$ cat src/rtl/ps2_pkg.sv
// Shared PS/2 definitions: host transmitter states, frame size and command bytes.
package ps2_pkg;

  typedef enum logic [2:0] {
    IDLE,
    INHIBIT,
    REQ,
    SEND,
    ACK,
    WAIT_IDLE
  } ps2_state_e;

  localparam int unsigned PS2_FRAME_BITS = 10;
  localparam int unsigned PS2_IDX_W      = 4;

  localparam logic [7:0] PS2_CMD_SET_LED = 8'hED;
  localparam logic [7:0] PS2_CMD_RESET   = 8'hFF;

  // Outbound frame after the start bit: data LSB first, odd parity, stop.
  function automatic logic [PS2_FRAME_BITS-1:0] ps2_frame(input logic [7:0] data);
    return {1'b1, ~^data, data};
  endfunction

endpackage

$ cat src/rtl/ps2_line_filter.sv
// One PS/2 line: 2-flop synchronizer, stability filter and a falling-edge pulse.
module ps2_line_filter #(
  parameter int unsigned FILTER_CYCLES = 8
) (
  input  logic clk,
  input  logic rst_n,
  input  logic line_in,
  output logic level,
  output logic fall
);

  localparam int unsigned CNT_W = (FILTER_CYCLES < 2) ? 1 : $clog2(FILTER_CYCLES);

  logic             sync1_q, sync2_q;
  logic             level_q, level_d;
  logic             fall_q, fall_d;
  logic [CNT_W-1:0] cnt_q, cnt_d;

  // A new level is taken only after FILTER_CYCLES consecutive differing samples.
  always_comb begin
    cnt_d   = '0;
    level_d = level_q;
    fall_d  = 1'b0;
    if (sync2_q != level_q) begin
      if (cnt_q == CNT_W'(FILTER_CYCLES - 1)) begin
        level_d = sync2_q;
        fall_d  = ~sync2_q;
      end else begin
        cnt_d = cnt_q + CNT_W'(1);
      end
    end
  end

  always_ff @(posedge clk or negedge rst_n) begin
    if (!rst_n) begin
      sync1_q <= 1'b1;
      sync2_q <= 1'b1;
      level_q <= 1'b1;
      fall_q  <= 1'b0;
      cnt_q   <= '0;
    end else begin
      sync1_q <= line_in;
      sync2_q <= sync1_q;
      level_q <= level_d;
      fall_q  <= fall_d;
      cnt_q   <= cnt_d;
    end
  end

  assign level = level_q;
  assign fall  = fall_q;

endmodule

$ cat src/rtl/ps2_host_tx.sv
// PS/2 host-to-device command transmitter driving the open-drain clock/data pair.
module ps2_host_tx
  import ps2_pkg::*;
#(
  parameter int unsigned INHIBIT_CYCLES = 12000,
  parameter int unsigned TIMEOUT_CYCLES = 2000000,
  parameter int unsigned FILTER_CYCLES  = 8
) (
  input  logic       board_clk,
  input  logic       reset,
  input  logic       tx_valid,
  input  logic [7:0] tx_data,
  output logic       tx_ready,
  output logic       tx_busy,
  output logic       tx_done,
  output logic       tx_err,
  input  logic       ps2_clk_in,
  input  logic       ps2_data_in,
  output logic       ps2_clk_oe,
  output logic       ps2_data_oe
);

  localparam int unsigned CNT_MAX = (INHIBIT_CYCLES > TIMEOUT_CYCLES) ? INHIBIT_CYCLES
                                                                      : TIMEOUT_CYCLES;
  localparam int unsigned CNT_W   = $clog2(CNT_MAX + 1);

  ps2_state_e                state_q, state_d;
  logic [CNT_W-1:0]          cnt_q, cnt_d, cnt_inc;
  logic [PS2_IDX_W-1:0]      idx_q, idx_d;
  logic [PS2_FRAME_BITS-1:0] frame_q, frame_d;
  logic                      clk_oe_q, clk_oe_d;
  logic                      data_oe_q, data_oe_d;
  logic                      ready_q, ready_d;
  logic                      busy_q;
  logic                      done_q, done_d;
  logic                      err_q, err_d;
  logic                      timeout;

  logic clk_level, clk_fall;
  logic data_level, data_fall_unused;

  ps2_line_filter #(.FILTER_CYCLES(FILTER_CYCLES)) u_clk_filt (
    .clk     (board_clk),
    .rst_n   (reset),
    .line_in (ps2_clk_in),
    .level   (clk_level),
    .fall    (clk_fall)
  );

  ps2_line_filter #(.FILTER_CYCLES(FILTER_CYCLES)) u_data_filt (
    .clk     (board_clk),
    .rst_n   (reset),
    .line_in (ps2_data_in),
    .level   (data_level),
    .fall    (data_fall_unused)
  );

  assign cnt_inc = (cnt_q == CNT_W'(CNT_MAX)) ? cnt_q : cnt_q + CNT_W'(1);
  assign timeout = (cnt_q == CNT_W'(TIMEOUT_CYCLES));

  // Next state; pin enables and result pulses are computed for the following cycle.
  always_comb begin
    state_d   = state_q;
    cnt_d     = cnt_inc;
    idx_d     = idx_q;
    frame_d   = frame_q;
    clk_oe_d  = 1'b0;
    data_oe_d = data_oe_q;
    done_d    = 1'b0;
    err_d     = 1'b0;
    unique case (state_q)
      IDLE: begin
        data_oe_d = 1'b0;
        if (tx_valid) begin
          frame_d  = ps2_frame(tx_data);
          cnt_d    = '0;
          clk_oe_d = 1'b1;
          state_d  = INHIBIT;
        end
      end
      INHIBIT: begin
        clk_oe_d  = 1'b1;
        data_oe_d = 1'b0;
        if (cnt_q == CNT_W'(INHIBIT_CYCLES - 1)) begin
          data_oe_d = 1'b1;
          state_d   = REQ;
        end
      end
      REQ: begin
        data_oe_d = 1'b1;
        idx_d     = '0;
        cnt_d     = '0;
        state_d   = SEND;
      end
      SEND: begin
        if (timeout) begin
          err_d     = 1'b1;
          data_oe_d = 1'b0;
          state_d   = WAIT_IDLE;
        end else if (clk_fall) begin
          data_oe_d = ~frame_q[idx_q];
          idx_d     = idx_q + PS2_IDX_W'(1);
          if (idx_q == PS2_IDX_W'(PS2_FRAME_BITS - 1)) begin
            state_d = ACK;
          end
        end
      end
      ACK: begin
        data_oe_d = 1'b0;
        if (timeout) begin
          err_d   = 1'b1;
          state_d = WAIT_IDLE;
        end else if (clk_fall) begin
          done_d  = ~data_level;
          err_d   = data_level;
          state_d = WAIT_IDLE;
        end
      end
      WAIT_IDLE: begin
        data_oe_d = 1'b0;
        if (clk_level && data_level) begin
          state_d = IDLE;
        end
      end
      default: begin
        data_oe_d = 1'b0;
        state_d   = IDLE;
      end
    endcase
    ready_d = (state_d == IDLE);
  end

  always_ff @(posedge board_clk or negedge reset) begin
    if (!reset) begin
      state_q   <= IDLE;
      cnt_q     <= '0;
      idx_q     <= '0;
      frame_q   <= '0;
      clk_oe_q  <= 1'b0;
      data_oe_q <= 1'b0;
      ready_q   <= 1'b1;
      busy_q    <= 1'b0;
      done_q    <= 1'b0;
      err_q     <= 1'b0;
    end else begin
      state_q   <= state_d;
      cnt_q     <= cnt_d;
      idx_q     <= idx_d;
      frame_q   <= frame_d;
      clk_oe_q  <= clk_oe_d;
      data_oe_q <= data_oe_d;
      ready_q   <= ready_d;
      busy_q    <= ~ready_d;
      done_q    <= done_d;
      err_q     <= err_d;
    end
  end

  assign tx_ready    = ready_q;
  assign tx_busy     = busy_q;
  assign tx_done     = done_q;
  assign tx_err      = err_q;
  assign ps2_clk_oe  = clk_oe_q;
  assign ps2_data_oe = data_oe_q;

endmodule
$ cat config.mk
export PLATFORM = sky130hd
export DESIGN_NAME = ps2_host_tx
export DESIGN_NICKNAME = d
export VERILOG_FILES = /design/src/rtl/ps2_pkg.sv /design/src/rtl/ps2_line_filter.sv /design/src/rtl/ps2_host_tx.sv
export SDC_FILE = /design/constraint.sdc
export NUM_CORES = 1
export LEC_CHECK = 0
export BUFFER_PORTS_ARGS = -buffer_cell sky130_fd_sc_hd__buf_2
export CAP_MARGIN = 20
export CORE_MARGIN = 5
export CORE_UTILIZATION = 60
export CTS_BUF_LIST = sky130_fd_sc_hd__clkbuf_4 sky130_fd_sc_hd__clkbuf_8 sky130_fd_sc_hd__clkbuf_16
export DETAILED_ROUTE_END_ITERATION = 16
export PLACE_DENSITY = 0.79
export SYNTH_ARGS = -nofsm -noshare
export SYNTH_HDL_FRONTEND = slang
export SYNTH_SLANG_ARGS = --single-unit
$ cat constraint.sdc
create_clock -name board_clk -period 2.1 [get_ports board_clk]
set_input_delay 0.315 -clock board_clk [delete_from_list [all_inputs] [get_ports board_clk]]
set_output_delay 0.315 -clock board_clk [all_outputs]
set_load 0.02 [all_outputs]
; After elaboration in Yosys (flattened, before gate mapping)
; Index checks and enable logic that the tools add are counted.
[word_totals]
out_inout_bits = 6
inputBits = 13
wordCells = 88
regBits = 57
[classes]
muxes = 36
n_lt_le_gt_ge = 1
n_bitwise = 4
n_reduce_logical = 9
add_sub_neg = 4
n_eq_ne = 15
[ops]
columns = op, count
row1 = $mux W21, 2
row2 = $pmux W21 S2, 1
row3 = $mux W3, 12
row4 = $add A21 B1 Y21 const B, 1
row5 = $eq A21 B14 Y1 const B, 1
row6 = $eq A21 B21 Y1 const B, 1
row7 = $pmux W3 S6, 1
row8 = $mux W1, 13
row9 = $eq A3 B3 Y1 const B, 4
row10 = $mux W4, 2
row11 = $pmux W4 S2, 1
row12 = $reduce_xnor A8 Y1, 1
row13 = $add A3 B1 Y3 const B, 2
row14 = $eq A3 B2 Y1 const B, 2
row15 = $logic_not A3 Y1, 2
row16 = $reduce_and A2 Y1, 3
row17 = $lt A4 B5 Y1 const B, 1
row18 = $add A4 B1 Y4 const B, 1
row19 = $bmux W1 S4, 1
row20 = $eq A4 B4 Y1 const B, 1
row21 = $not A1 Y1, 4
row22 = $pmux W1 S2, 2
row23 = $eq A3 B1 Y1 const B, 1
row24 = $ne A3 B2 Y1 const B, 1
row25 = 7 further kinds, 8

; Depth between registers and ports, before layout
[logic_depth]
ltp_word = 7
mapped_depth = 8
depth_no_buf = 7

; Cells and area by module
; Synthesis repeated with hierarchy kept, for this count alone.
[hier_totals]
hier_cells = 267
hier_area_um2 = 2895.3
[modules_own_cells]
columns = mod, area_per_inst_um2, seq_area_each_um2, n_inst, cells_per_inst
row1 = ps2_host_tx, 2372.3, 1102.3, 1, 237
row2 = ps2_line_filter, 261.5, 178.9, 2, 15

; Worst setup path before layout
; Ideal clock, no wire load.
[synth_path]
kind = flip-flop to flip-flop
from = register cnt_q[0]
to = register idx_q[0]
t_required_ns = 1.979
n_path_buf = 0
t_arrival_ns = 1.730
synth_period_minus_slack_ns = 1.851
slack_ns = 0.249
path_stages_with_launch = 8
setup_ns = 0.121
path_cell_list = dfrtp_1 > inv_1 > ha_1 > nor3b_1 > nand4b_2 > o21ai_2 > mux2_1 > a22o_1
[synth_via]
elab_chain_len = 3
[synth_lines]
columns = element, line_no
row1 = from (decl), ps2_host_tx.sv:28  ; logic [CNT_W-1:0] cnt_q, cnt_d, cnt_inc;
row2 = from (signal assigned), ps2_host_tx.sv:147  ; cnt_q <= cnt_d;
row3 = $eq A21 B21 Y1, ps2_host_tx.sv:59  ; assign timeout = (cnt_q == CNT_W'(TIMEOUT_CYCLES));
row4 = $ne A2 B2 Y1 (no source line), -
row5 = $reduce_and A3 Y1 (no source line), -
row6 = to (signal assigned), ps2_host_tx.sv:148  ; idx_q <= idx_d;
row7 = to (decl), ps2_host_tx.sv:29  ; logic [PS2_IDX_W-1:0] idx_q, idx_d;
; Every way passes these cells.
; A chain may end at the register's enable or synchronous reset.

; Worst setup path in the final report
[layout_path]
from = register cnt_q[1]
to = register idx_q[0]
; Same word-level chain as after synthesis.

==> results.toml <==
[layout]
fill_cells = 354
diodes = 0
nets = 336
postLayoutCoreUtil_pct = 70.3
areaGrowthSynthToFinish_pct = 14.2
drive_gt1_share_pct = 20.0

[global_routing]
grt_first_pass_wirelength_mm = 9.74
grt_pass1_vias = 2071
grt_util_met1_pct = 27.7
grt_use_met2_pct = 30.0
met3_usage_pct = 4.74
grt_overflow = 0
grt_start_max_net_pins = 32
gr-max-usage-layer = "met2"
grt_antenna_before_repair = 0
track_usage_pct = 20.0

[synth]
yosys.area.top_type_share_pct = 43.3
syn_inst = 289
syn-cell-area_sq_um = 2890
synth_ff_type = "dfrtp_1"
synthTopCellsByArea = "dfrtp_1, dfstp_2, nand2_1"
yosysSeqAreaShare_pct = 49.7
postSynthAreaPerCell_sq_um = 10.0
ys_types = 54
ys_ff_latch = 57
async_reset_ff_share_pct = 100
synth_edf_count = 0
yosysWarnings = 0
yosys.area.top_type = "dfrtp_1"
synth_fp_nets = 310

[timing]
worst_pin_slew_ns = 0.603
fin_crit_ns = 1.94
hold_ws_ns = -0.00951
setup_viol = 0
slew_viol_final = 0
hold_viol = 19
finalClockSkew_ns = 0.00690
period_share_pct = 92.4
fin_setup_tns_ns = 0
rsz0062_at_grt = "no"
max-slew-margin-rel_pct = 59.8
max_freq_mhz = 515

[clock_tree]
cts_tree = "done"
cts_root_buf = "clkbuf_8"
clk_pin_slew_worst_paths_ns = 0.06
cts.sinks = 57
cts_buffers = 9
clk_path_buf_depth = 2
htree_levels = 3
clock_latency_ns = 0.33

[min_path]
hold_path.class = "input pin to asynchronous set/reset pin"

[die]
die_h_microns = 79.4
fp.coreArea_sq_um = 4690
io_pins = 19
die_area_sq_um = 6300
fp-row-count = 25
die_w_microns = 79.4
initial_utilization_pct = 61.6

[worst_setup_path]
cp_max_fo = 7
cp_slowest_stage_delay_ns = 0.43
crit_type = "flop to flop"
cp_slowest_cell = "dfrtp_1"
cp_data_arrival_time_ns = 2.16
endpoint_kind = "flop"
worstPathCellList = "inv_1 -> ha_1 -> nor3b_2 -> nand4b_2 -> o21ai_4 -> mux2_1 -> a22o_1"
start_kind = "flop"
worstPathRequired_ns = 2.32

[place]
dp_hpwl_mm = 3.74
portBuffers = 18
globalplace.congestion = 0.872

[drt]
drt-total-wl_mm = 5.52
initialDrtViolationCount = 183
ant_nets = 0
dr.pass1.iters = 4
route.detailed.drc = 0
dr_total_vias = 2151
wire_per_inst_microns = 14.8
viasPerCell = 5.75

[outcome]
violations = "hold timing"
status = "finished, violations left"

[power]
power_density_nw_per_um2 = 908
ir_worst_vdd_uv = 634
p_leak_nw = 1.49

[flow_run]
drv_cap = 0
layer usage:
layer  vias up  part of all wire (%)  routed length, microns
met3         9                   4.4                     243
met5         -                     0                       0
met1      1037                    48                    2660
li1       1056                     -                       -
met4         0                   1.4                      76
met2        49                    46                    2540
registers in the layout, indices dropped and copies added, names as in the netlist:
register             flops
cnt_q                   21
frame_q                 10
idx_q                    4
ps2_clk_oe               1
ps2_data_oe              1
state_q                  3
tx_busy                  1
tx_done                  1
tx_err                   1
tx_ready                 1
u_clk_filt.cnt_q         3
u_clk_filt.fall          1
u_clk_filt.level         1
u_clk_filt.sync1_q       1
u_clk_filt.sync2_q       1
u_data_filt.cnt_q        3
u_data_filt.level        1
u_data_filt.sync1_q      1
u_data_filt.sync2_q      1
through the flow:
stage / setup slack, ns / area [sq um] / power (mW) / std cells / hold WS, ns
4_1_cts: 0.0540 / 3260 / 3.01 / 370 / 0.00389
3_3_place_gp: 0.165 / 3050 / 1.93 / 354 / 0.346
6_report: 0.159 / 3300 / 3.00 / 374 / -0.00951
3_5_place_dp: 0.0690 / 3050 / 1.96 / 354 / 0.348
5_1_grt: 0.00735 / 3300 / 3.17 / 374 / 0.0388
2_1_floorplan: 0.249 / 2890 / 1.78 / 289 / 0.0194
repair_timing:
item	CTS	global route
hold buffers	0	0
buffers inserted	0	4
hold endpoints to repair	0	0
resized for setup	0	2
setup endpoints to repair	0	2
Yosys cell counts (all sizes together), types with 2 or more instances:
master and n:
and4 2, nor3b 5, and3 3, nand2 40
nand4 5, nor4 5, a21oi 12, nand2b 4
nor4b 3, nor2 24, dfrtp 50, mux2 4
inv 9, clkbuf 9, xor2 8, dfstp 7
mux2i 2, buf 4, and4bb 2, a31oi 4
and2 5, xnor2 15, ha 8, nand3 15
or3 4, nor3 13, o21ai 7, nand4b 2
layout make-up:
class                   count  area (sq um)  share of cell area [%]
repair buffers             28           178                    5.38
flip-flops and latches     57          1440                    43.5
clock inverters             3          40.0                    1.21
inverters                   9          33.8                    1.02
clock buffers              13           166                    5.04
multi-input cells         210          1380                    41.8
well taps                  54          67.6                    2.05
report_power, final:
part	internal [mW]	switching (mW)
Clock	0.635	0.406
Sequential	1.29	0.194
Combinational	0.238	0.236
Total	2.16	0.836
cell usage in the layout (no fill, tap or decap), drive strengths merged, types with 2 or more instances in the layout:
| cell type | n |
|---|---|
| a21oi | 12 |
| a31oi | 4 |
| and2 | 5 |
| and3 | 3 |
| and4 | 2 |
| and4bb | 2 |
| buf | 28 |
| clkbuf | 13 |
| clkinv | 2 |
| dfrtp | 50 |
| dfstp | 7 |
| ha | 8 |
| inv | 9 |
| mux2 | 4 |
| mux2i | 2 |
| nand2 | 40 |
| nand2b | 4 |
| nand3 | 15 |
| nand4 | 5 |
| nand4b | 2 |
| nor2 | 24 |
| nor3 | 13 |
| nor3b | 5 |
| nor4 | 5 |
| nor4b | 3 |
| o21ai | 7 |
| or3 | 4 |
| xnor2 | 15 |
| xor2 | 8 |
critical path: cells and delay by family, from the launching register on:
kind / cells / cell delay (ns)
compound gates: 2 / 0.44
flops: 1 / 0.43
simple gates: 2 / 0.39
mux: 1 / 0.35
fa+ha+maj: 1 / 0.14
buf+inv: 1 / 0.09
cell families after synthesis:
| group | count (synthesis) | share of synthesized area (%) |
|---|---|---|
| mux | 7 | 3.03 |
| compound gates | 35 | 7.97 |
| xor+xnor | 23 | 6.97 |
| simple gates | 137 | 25.7 |
| buf+inv | 22 | 3.20 |
| flops | 57 | 49.7 |
| fa+ha+maj | 8 | 3.46 |
final timing paths:
kind / start / endpoint / slack (ns) / cells after the start
max in group asynchronous: reset / u_clk_filt.sync2_q / 1.47 / 2
min: reset / cnt_q[7] / -0.01 / 1
max reg2reg: cnt_q[1] / idx_q[0] / 0.16 / 7
min reg2reg: u_data_filt.sync1_q / u_data_filt.sync2_q / 0.36 / 0
max: cnt_q[1] / idx_q[0] / 0.16 / 7
min in group board_clk: ps2_clk_in / u_clk_filt.sync1_q / 0.08 / 1
Power figures use the tool's default switching activity.
